===== config.mk =====
export PLATFORM = sky130hd
export DESIGN_NAME = mem_arbiter_flat
export DESIGN_NICKNAME = d
export VERILOG_FILES = /design/src/rtl/mem_arbiter_if.sv /design/src/rtl/mem_arbiter.sv /design/src/flat_wrapper.sv
export SDC_FILE = /design/constraint.sdc
export NUM_CORES = 1
export LEC_CHECK = 0
export CAP_MARGIN = 20
export CORE_UTILIZATION = 40
export DETAILED_ROUTE_END_ITERATION = 8
export PLACE_DENSITY = 0.77
export SLEW_MARGIN = 20
export SYNTH_ARGS = -nofsm -noshare
export SYNTH_HDL_FRONTEND = slang
export SYNTH_SLANG_ARGS = --single-unit

===== constraint.sdc =====
create_clock -name clk -period 2.6 [get_ports clk]
set_input_delay 0.52 -clock clk [delete_from_list [all_inputs] [get_ports clk]]
set_output_delay 0.52 -clock clk [all_outputs]
set_load 0.02 [all_outputs]

===== src/rtl/mem_arbiter_if.sv =====
// mem_arbiter_if: one requester port of the memory arbiter (request out, ack/read data back)
interface mem_arbiter_if #(
    parameter int ADDR_W = 12,
    parameter int DATA_W = 16
);
    logic              req;
    logic              we;
    logic [ADDR_W-1:0] addr;
    logic [DATA_W-1:0] wdata;
    logic              ack;
    logic [DATA_W-1:0] rdata;
    modport master (output req, we, addr, wdata, input ack, rdata);
    modport slave  (input req, we, addr, wdata, output ack, rdata);
endinterface


===== src/rtl/mem_arbiter.sv =====
// mem_arbiter: shares a single-port memory between CPU and DMA; CPU priority, DMA forced after STARVE_MAX lost grants
module mem_arbiter #(
    parameter int ADDR_W     = 12,
    parameter int DATA_W     = 16,
    parameter int MEM_LAT    = 1,
    parameter int STARVE_MAX = 4
) (
    input  logic              clk,
    input  logic              rst_n,
    mem_arbiter_if.slave      cpu,
    mem_arbiter_if.slave      dma,
    output logic              mem_en,
    output logic              mem_we,
    output logic [ADDR_W-1:0] mem_addr,
    output logic [DATA_W-1:0] mem_wdata,
    input  logic [DATA_W-1:0] mem_rdata,
    output logic              busy,
    output logic              gnt_dma
);
    localparam int LW = $clog2(MEM_LAT + 1);
    localparam int SW = $clog2(STARVE_MAX + 1);
    typedef enum logic [1:0] {IDLE, ACCESS, WAIT, DONE} state_t;
    state_t            state_q, state_d;
    logic [LW-1:0]     lat_q, lat_d;
    logic [SW-1:0]     starve_q, starve_d;
    logic              we_q, we_d;
    logic              gnt_dma_q, gnt_dma_d;
    logic              mem_en_q, mem_en_d;
    logic              mem_we_q, mem_we_d;
    logic              busy_q, busy_d;
    logic              cpu_ack_q, cpu_ack_d;
    logic              dma_ack_q, dma_ack_d;
    logic [ADDR_W-1:0] mem_addr_q, mem_addr_d;
    logic [DATA_W-1:0] mem_wdata_q, mem_wdata_d;
    logic [DATA_W-1:0] cpu_rdata_q, cpu_rdata_d;
    logic [DATA_W-1:0] dma_rdata_q, dma_rdata_d;
    logic              pick_dma;
    logic              starved;
    assign starved  = starve_q == SW'(STARVE_MAX);
    assign pick_dma = dma.req & (~cpu.req | starved);
    always_comb begin
        state_d     = state_q;
        lat_d       = lat_q;
        starve_d    = starve_q;
        we_d        = we_q;
        gnt_dma_d   = gnt_dma_q;
        mem_addr_d  = mem_addr_q;
        mem_wdata_d = mem_wdata_q;
        cpu_rdata_d = cpu_rdata_q;
        dma_rdata_d = dma_rdata_q;
        mem_en_d    = 1'b0;
        mem_we_d    = 1'b0;
        cpu_ack_d   = 1'b0;
        dma_ack_d   = 1'b0;
        case (state_q)
            IDLE: if (pick_dma | cpu.req) begin
                state_d     = ACCESS;
                gnt_dma_d   = pick_dma;
                we_d        = pick_dma ? dma.we : cpu.we;
                mem_addr_d  = pick_dma ? dma.addr : cpu.addr;
                mem_wdata_d = pick_dma ? dma.wdata : cpu.wdata;
                mem_en_d    = 1'b1;
                mem_we_d    = we_d;
                starve_d    = pick_dma ? '0 : (dma.req & ~starved) ? starve_q + SW'(1) : starve_q;
            end
            ACCESS: begin
                state_d = WAIT;
                lat_d   = LW'(MEM_LAT);
            end
            WAIT: begin
                lat_d = lat_q - LW'(1);
                if (lat_q == LW'(1)) begin
                    state_d     = DONE;
                    cpu_ack_d   = ~gnt_dma_q;
                    dma_ack_d   = gnt_dma_q;
                    cpu_rdata_d = (~we_q & ~gnt_dma_q) ? mem_rdata : cpu_rdata_q;
                    dma_rdata_d = (~we_q & gnt_dma_q) ? mem_rdata : dma_rdata_q;
                end
            end
            DONE: state_d = IDLE;
        endcase
        busy_d = state_d != IDLE;
    end
    always_ff @(posedge clk or negedge rst_n)
        if (!rst_n) begin
            state_q     <= IDLE;
            lat_q       <= '0;
            starve_q    <= '0;
            we_q        <= 1'b0;
            gnt_dma_q   <= 1'b0;
            mem_en_q    <= 1'b0;
            mem_we_q    <= 1'b0;
            busy_q      <= 1'b0;
            cpu_ack_q   <= 1'b0;
            dma_ack_q   <= 1'b0;
            mem_addr_q  <= '0;
            mem_wdata_q <= '0;
            cpu_rdata_q <= '0;
            dma_rdata_q <= '0;
        end else begin
            state_q     <= state_d;
            lat_q       <= lat_d;
            starve_q    <= starve_d;
            we_q        <= we_d;
            gnt_dma_q   <= gnt_dma_d;
            mem_en_q    <= mem_en_d;
            mem_we_q    <= mem_we_d;
            busy_q      <= busy_d;
            cpu_ack_q   <= cpu_ack_d;
            dma_ack_q   <= dma_ack_d;
            mem_addr_q  <= mem_addr_d;
            mem_wdata_q <= mem_wdata_d;
            cpu_rdata_q <= cpu_rdata_d;
            dma_rdata_q <= dma_rdata_d;
        end
    assign mem_en    = mem_en_q;
    assign mem_we    = mem_we_q;
    assign mem_addr  = mem_addr_q;
    assign mem_wdata = mem_wdata_q;
    assign busy      = busy_q;
    assign gnt_dma   = gnt_dma_q;
    assign cpu.ack   = cpu_ack_q;
    assign cpu.rdata = cpu_rdata_q;
    assign dma.ack   = dma_ack_q;
    assign dma.rdata = dma_rdata_q;
endmodule

===== src/flat_wrapper.sv =====
// flat-port wrapper written by rule: the top's interface ports become plain ports
module mem_arbiter_flat 
#(
    parameter int ADDR_W     = 12,
    parameter int DATA_W     = 16,
    parameter int MEM_LAT    = 1,
    parameter int STARVE_MAX = 4
)
  (clk, rst_n, mem_en, mem_we, mem_addr, mem_wdata, mem_rdata, busy, gnt_dma, cpu_req, cpu_we, cpu_addr, cpu_wdata, cpu_ack, cpu_rdata, dma_req, dma_we, dma_addr, dma_wdata, dma_ack, dma_rdata);
  mem_arbiter_if #(.ADDR_W(ADDR_W), .DATA_W(DATA_W)) cpu_i ();
  mem_arbiter_if #(.ADDR_W(ADDR_W), .DATA_W(DATA_W)) dma_i ();
  input  logic clk;
  input  logic rst_n;
  output logic mem_en;
  output logic mem_we;
  output logic [ADDR_W-1:0] mem_addr;
  output logic [DATA_W-1:0] mem_wdata;
  input  logic [DATA_W-1:0] mem_rdata;
  output logic busy;
  output logic gnt_dma;
  input wire logic [$bits(cpu_i.req)-1:0] cpu_req;
  input wire logic [$bits(cpu_i.we)-1:0] cpu_we;
  input wire logic [$bits(cpu_i.addr)-1:0] cpu_addr;
  input wire logic [$bits(cpu_i.wdata)-1:0] cpu_wdata;
  output wire logic [$bits(cpu_i.ack)-1:0] cpu_ack;
  output wire logic [$bits(cpu_i.rdata)-1:0] cpu_rdata;
  input wire logic [$bits(dma_i.req)-1:0] dma_req;
  input wire logic [$bits(dma_i.we)-1:0] dma_we;
  input wire logic [$bits(dma_i.addr)-1:0] dma_addr;
  input wire logic [$bits(dma_i.wdata)-1:0] dma_wdata;
  output wire logic [$bits(dma_i.ack)-1:0] dma_ack;
  output wire logic [$bits(dma_i.rdata)-1:0] dma_rdata;
  assign cpu_i.req = cpu_req;
  assign cpu_i.we = cpu_we;
  assign cpu_i.addr = cpu_addr;
  assign cpu_i.wdata = cpu_wdata;
  assign cpu_ack = cpu_i.ack;
  assign cpu_rdata = cpu_i.rdata;
  assign dma_i.req = dma_req;
  assign dma_i.we = dma_we;
  assign dma_i.addr = dma_addr;
  assign dma_i.wdata = dma_wdata;
  assign dma_ack = dma_i.ack;
  assign dma_rdata = dma_i.rdata;
  mem_arbiter #(.ADDR_W(ADDR_W), .DATA_W(DATA_W), .MEM_LAT(MEM_LAT), .STARVE_MAX(STARVE_MAX)) u_core (.clk(clk), .rst_n(rst_n), .cpu(cpu_i), .dma(dma_i), .mem_en(mem_en), .mem_we(mem_we), .mem_addr(mem_addr), .mem_wdata(mem_wdata), .mem_rdata(mem_rdata), .busy(busy), .gnt_dma(gnt_dma));
endmodule

==> results.json, run 1 <==
{
  "seq_area_frac_synth_pct": 56.4,
  "period_minus_slack_ps": 1950,
  "hold_path_class": "primary input to async pin",
  "grt_pass1_vias": 2647,
  "crit_type": "flip-flop to primary output",
  "grt_overflow": 0,
  "post-synth-top-count-cell": "dfrtp_1",
  "syn_nets": 364,
  "dpl.hpwl_mm": 5.82,
  "synth-simple-area-share_pct": 15.2,
  "netlist_area_sq_mm": 0.00324,
  "via_count": 2735,
  "outcome": "complete, no violations",
  "critPathCaptureType": "primary output",
  "synth_edf_count": 0,
  "ant_nets": 0,
  "core_area_sq_mm": 0.00777,
  "start_util_pct": 41.7,
  "yosysTopAreaCell": "dfrtp_1",
  "synth.area.top_cells": "dfrtp_1 (56%), mux2_2 (11%), nand2_1 (7.0%)",
  "r2r-start": "u_core.state_q[0]",
  "synth-compound-area-share_pct": 10.2,
  "dieArea_sq_mm": 0.00846,
  "synth_xor_area_share_pct": 0,
  "tns_ps": 0,
  "reg2reg_depth": 6,
  "yosysWarnings": 0,
  "rsz0062_at_grt": "no",
  "grt_max_degree": 74,
  "endpoint": "gnt_dma",
  "avgSynthCellArea_sq_um": 11.5,
  "clock-sinks": 73,
  "avgRoutedWirePerCell_um": 15.8,
  "ios": 144,
  "synth_top_family_by_area": "simple AND/OR/NAND/NOR gates",
  "die_h_um": 92.0,
  "finalCritPeriodShare_pct": 74.9,
  "critPathArrivalTime_ps": 1430,
  "placed_area_sq_mm": 0.00472,
  "p_per_area_mw_per_mm2": 1220,
  "yosys-top-cells-count": "dfrtp_1 (73), nand2_1 (60), mux2_2 (33)",
  "ir_drop_mv": 0.494,
  "critical_path.cell_chain": "clkdlybuf4s50_1",
  "insertion_delay_ps": 340,
  "nets": 502,
  "routed_via_density": 5.21,
  "post_cts_buffers": 0,
  "root_buffer": "clkbuf_8",
  "crit_fanout": 5,
  "globalplace.congestion": 0.779,
  "synth_cell_type_count": 31,
  "crit_buf_inv": 1,
  "cp_top_family": "buffers and inverters",
  "routed_wl_mm": 8.28,
  "antenna_found_initial": 0,
  "drtIter0Drc": 87,
  "tritoncts": "done",
  "max_freq_mhz": 513,
  "synth_ff_type": "dfrtp_1",
  "drc_errors": 0,
  "r2r-end": "u_core.mem_addr[7]",
  "slowest_delay_ps": 650,
  "setup_viol": 0,
  "clkTransAtPathRegs_ps": 70,
  "final_area_sq_mm": 0.00492,
  "clockBufferDepth": 2,
  "grtUsageTotal_pct": 20.3,
  "skew_ps": 6.32,
  "p_leak_nw": 2.06,
  "numPortBuffers": 143,
  "slew_headroom_pct": 40.6,
  "total_power_mw": 6.00,
  "hold_viol_final": 0,
  "async_flop_share_pct": 100,
  "ys_seq_elements": 73,
  "grt_pass1_wl_mm": 13.1,
  "area_growth_syn_to_layout_pct": 52.0,
  "dr.pass1.iters": 4,
  "synth_adder_area_share_pct": 1.93,
  "synthMuxAreaShare_pct": 11.5,
  "cts_resized": 0,
  "max_cap_violations": 0,
  "worstMarginPinSlew_ps": 890,
  "cts_buffers": 9,
  "synth_cells": 281,
  "drive_above_1_share_pct": 17.0,
  "num_rows": 32,
  "holdBufCountCts": 0,
  "rrSetupSlack_ps": 860,
  "worstPathRequired_ps": 2080,
  "htreeDepth": 3,
  "drv_slew": 0,
  "cp.depth": 1,
  "start_kind": "flip-flop",
  "cp-startpoint": "u_core.gnt_dma",
  "die_x_um": 92.0,
  "cpMaxStageDelayCell": "clkdlybuf4s50_1",
  "diodes": 0,
  "synth_top_area_share_pct": 56.4
}
metal layers:
layer | wire length [um] | share of wire (%) | global-route usage [%]
met4 | 163 | 2.0 | 8.33
met5 | 0 | 0 | 0
met2 | 3950 | 48 | 32.8
met1 | 3440 | 42 | 25.4
met3 | 723 | 8.7 | 5.97
kinds of logic (layout without fill, tap and decap cells):
logic type | after synthesis | in the layout
mux | 33 | 33
flops | 73 | 73
fa+ha+maj | 5 | 5
compound gates | 38 | 38
simple gates | 102 | 102
buf+inv | 30 | 172
cell type report:
cell class / count / area [sq um]
fillers: 613 / 2850
flip-flops and latches: 73 / 1830
repair buffers: 151 / 1490
multi-input cells: 178 / 1260
clock buffers: 10 / 138
well taps: 102 / 128
clock inverters: 5 / 56.3
inverters: 6 / 22.5
cell usage in the layout (no fill, tap or decap), drive strengths merged:
master         instances
mux2                  33
ha                     5
nand2                 60
dfrtp                 73
o21ai                  3
clkdlybuf4s50        142
bufinv                 1
a31oi                  1
nand3b                 1
o211ai                28
and3                   1
or2                    1
a211oi                 1
nor3                   2
and2                   1
clkbuf                10
nor4b                  1
nand2b                 3
o21bai                 1
clkinvlp               1
nand4                 29
a22o                   1
buf                    9
nor2                   2
nand3                  1
inv                    6
a21bo                  1
clkinv                 3
a21o                   2
where the power goes:
part	leakage [nW]	internal (mW)	switching, mW	total, mW
combinational	1.08	1.55	1.58	3.13
sequential	0.880	1.70	0.302	2.00
clock	0.0981	0.462	0.409	0.871
flip-flops by register name, indices dropped and copies added, names as in the netlist:
name	count
u_core.lat_q	1
u_core.mem_we	1
u_core.mem_en	1
u_core.mem_addr	12
u_core.mem_wdata	16
u_core.starve_q	3
u_core.cpu.rdata	16
u_core.dma.rdata	16
u_core.busy	1
u_core.we_q	1
u_core.gnt_dma	1
u_core.cpu.ack	1
u_core.state_q	2
u_core.dma.ack	1
through the flow:
stage / utilization [%] / hold WS (ps) / setup WS (ps) / cells
3_3_place_gp: 60.8 / 470 / 370 / 510
5_1_grt: 63.3 / 372 / 593 / 525
3_5_place_dp: 60.8 / 480 / 347 / 510
2_1_floorplan: - / 224 / 905 / 281
6_report: 63.3 / 302 / 652 / 525
4_1_cts: 63.3 / 326 / 630 / 525
how the worst min path moves through the flow:
stage	cells past startpoint	endpoint	startpoint	slack, ps
after floorplan	0	u_core.busy	rst_n	220
after CTS	1	u_core.dma.rdata[1]	rst_n	330
final	1	u_core.dma.rdata[1]	rst_n	300
after global routing	1	u_core.cpu.rdata[1]	rst_n	370
after global placement	2	u_core.mem_addr[3]	u_core.mem_addr[3]	470
after detailed placement	2	u_core.mem_addr[3]	u_core.mem_addr[3]	480
Power figures use the tool's default switching activity.
==> run 2, diff against run 1 <==
Clock period 2.6 ns to 1.85 ns, I/O delays scaled along.
==> run 2 against run 1 <==
Register-to-register slack worse by 630 ps. Largest power group unchanged. Critical endpoint unchanged. Largest cell class unchanged. Clock power is 40% higher. Critical path type unchanged. Sequential share of layout area is 0.90 points lower. Clock skew hardly changed. Die area stayed put. Combinational power is 43% higher.
==> results.json, run 2 (synthesis gave the netlist of run 1 again) <==
{
  "antenna_found_initial": 0,
  "clock-sinks": 73,
  "max_freq_mhz": 561,
  "diodes": 0,
  "numPortBuffers": 143,
  "highest_layer": "met4",
  "dpl_worst_slack_ps": -71.1,
  "avgRoutedWirePerCell_um": 15.1,
  "globalplace.congestion": 0.741,
  "nets": 511,
  "finalCritPeriodShare_pct": 96.4,
  "start_kind": "flip-flop",
  "rrSetupSlack_ps": 230,
  "crit_type": "flip-flop to primary output",
  "core_area_sq_mm": 0.00777,
  "clkTransAtPathRegs_ps": 70,
  "crit_fanout": 5,
  "r2r-start": "u_core.starve_q[0]",
  "dieArea_sq_mm": 0.00846,
  "clockBufferDepth": 2,
  "ir_drop_mv": 0.749,
  "via_count": 2726,
  "final_core_util_pct": 64.9,
  "drc_errors": 0,
  "reg2reg_depth": 5,
  "cts_resized": 0,
  "hold_path_class": "primary input to async pin",
  "max_cap_violations": 0,
  "tritoncts": "done",
  "worstPathRequired_ps": 1480,
  "dr.pass1.iters": 4,
  "grt_pass1_wl_mm": 13.2,
  "critPathArrivalTime_ps": 1410,
  "die_x_um": 92.0,
  "root_buffer": "clkbuf_8",
  "worstMarginPinSlew_ps": 387,
  "ios": 144,
  "layout_commonest_cell": "clkdlybuf4s50_1",
  "regArea_sq_mm": 0.00183,
  "multi_input_area_sq_mm": 0.00126,
  "wl_met3_um": 725,
  "grtUsageTotal_pct": 20.2,
  "critPathCaptureType": "primary output",
  "ant_nets": 0,
  "outcome": "complete, no violations",
  "m1WireLength_mm": 3.39,
  "post_cts_buffers": 0,
  "r2r-end": "u_core.mem_wdata[4]",
  "hold_viol_final": 0,
  "start_util_pct": 41.7,
  "drv_slew": 0,
  "final_cell_mix": "clkdlybuf4s50_1 (142), dfrtp_1 (73), nand2_1 (60), mux2_2 (33), nand4_1 (29)",
  "cts_buffers": 9,
  "wl_met2_mm": 3.85,
  "dpl.hpwl_mm": 5.97,
  "crit_buf_inv": 1,
  "die_h_um": 92.0,
  "timing.final.ws_setup_ps": 66.5,
  "routed_wl_mm": 8.05,
  "holdBufCountCts": 1,
  "slowest_delay_ps": 640,
  "total_power_mw": 8.50,
  "p_per_area_mw_per_mm2": 1690,
  "p_leak_nw": 2.12,
  "grt_max_degree": 32,
  "grt_overflow": 0,
  "num_rows": 32,
  "area_growth_syn_to_layout_pct": 55.7,
  "drive_above_1_share_pct": 18.5,
  "critical_path.cell_chain": "clkdlybuf4s50_1",
  "rsz0062_at_grt": "no",
  "skew_ps": 6.59,
  "cp_top_family": "buffers and inverters",
  "routed_via_density": 5.10,
  "slew_headroom_pct": 74.2,
  "period_minus_slack_ps": 1780,
  "insertion_delay_ps": 340,
  "fillers": 615,
  "setup_viol": 0,
  "grt_pass1_vias": 2712,
  "htreeDepth": 3,
  "cpMaxStageDelayCell": "clkdlybuf4s50_1",
  "drtIter0Drc": 97
}
[run 2: changes by cell type in the layout (fill, tap and decap cells not counted)]
cell / change
buf_12: +4
buf_4: +4
clkbuf_1: +1
clkinv_4: -1
clkinvlp_4: +1
dlygate4sd3_1: +1
[run 2: power by group]
part	switching [mW]	internal, mW	total (mW)
Sequential	0.416	2.38	2.80
Combinational	2.21	2.27	4.48
Clock	0.564	0.655	1.22
Total	3.19	5.31	8.50
[run 2: worst max path at each step]
stage | start | end | slack [ps] | depth (start not counted)
final | u_core.gnt_dma | gnt_dma | 70 | 1
after global routing | u_core.gnt_dma | gnt_dma | 10 | 1
after CTS | u_core.gnt_dma | gnt_dma | 40 | 1
after detailed placement | cpu_req | u_core.mem_wdata[4] | -70 | 4
after global placement | cpu_req | u_core.mem_addr[5] | 9 | 4
after floorplan | u_core.state_q[0] | u_core.cpu.rdata[10] | 160 | 6
[run 2: layout make-up]
type,count,area share (%)
multi-input combinational,178,25.0
inverter,6,0.447
clock buffer,11,2.80
tap,102,2.53
timing repair buffer,160,31.9
clock inverter,5,1.09
sequential,73,36.2
[run 2: stage by stage]
| stage | hold WS, ps | area (sq um) | std cells | TNS, ps |
|---|---|---|---|---|
| 6_report | 472 | 5040 | 535 | 0 |
| 4_1_cts | 462 | 5040 | 535 | 0 |
| 3_3_place_gp | 281 | 4830 | 518 | 0 |
| 3_5_place_dp | 284 | 4830 | 518 | -877 |
| 2_1_floorplan | 74.4 | 3240 | 281 | 0 |
| 5_1_grt | 467 | 5040 | 535 | 0 |
[run 2: per-layer routing]
metal / global-route usage [%] / vias to the layer above
met4: 6.25 / 0
met3: 6.88 / 9
met1: 25.3 / 1299
met2: 32.9 / 127
met5: 0 / -
li1: - / 1291
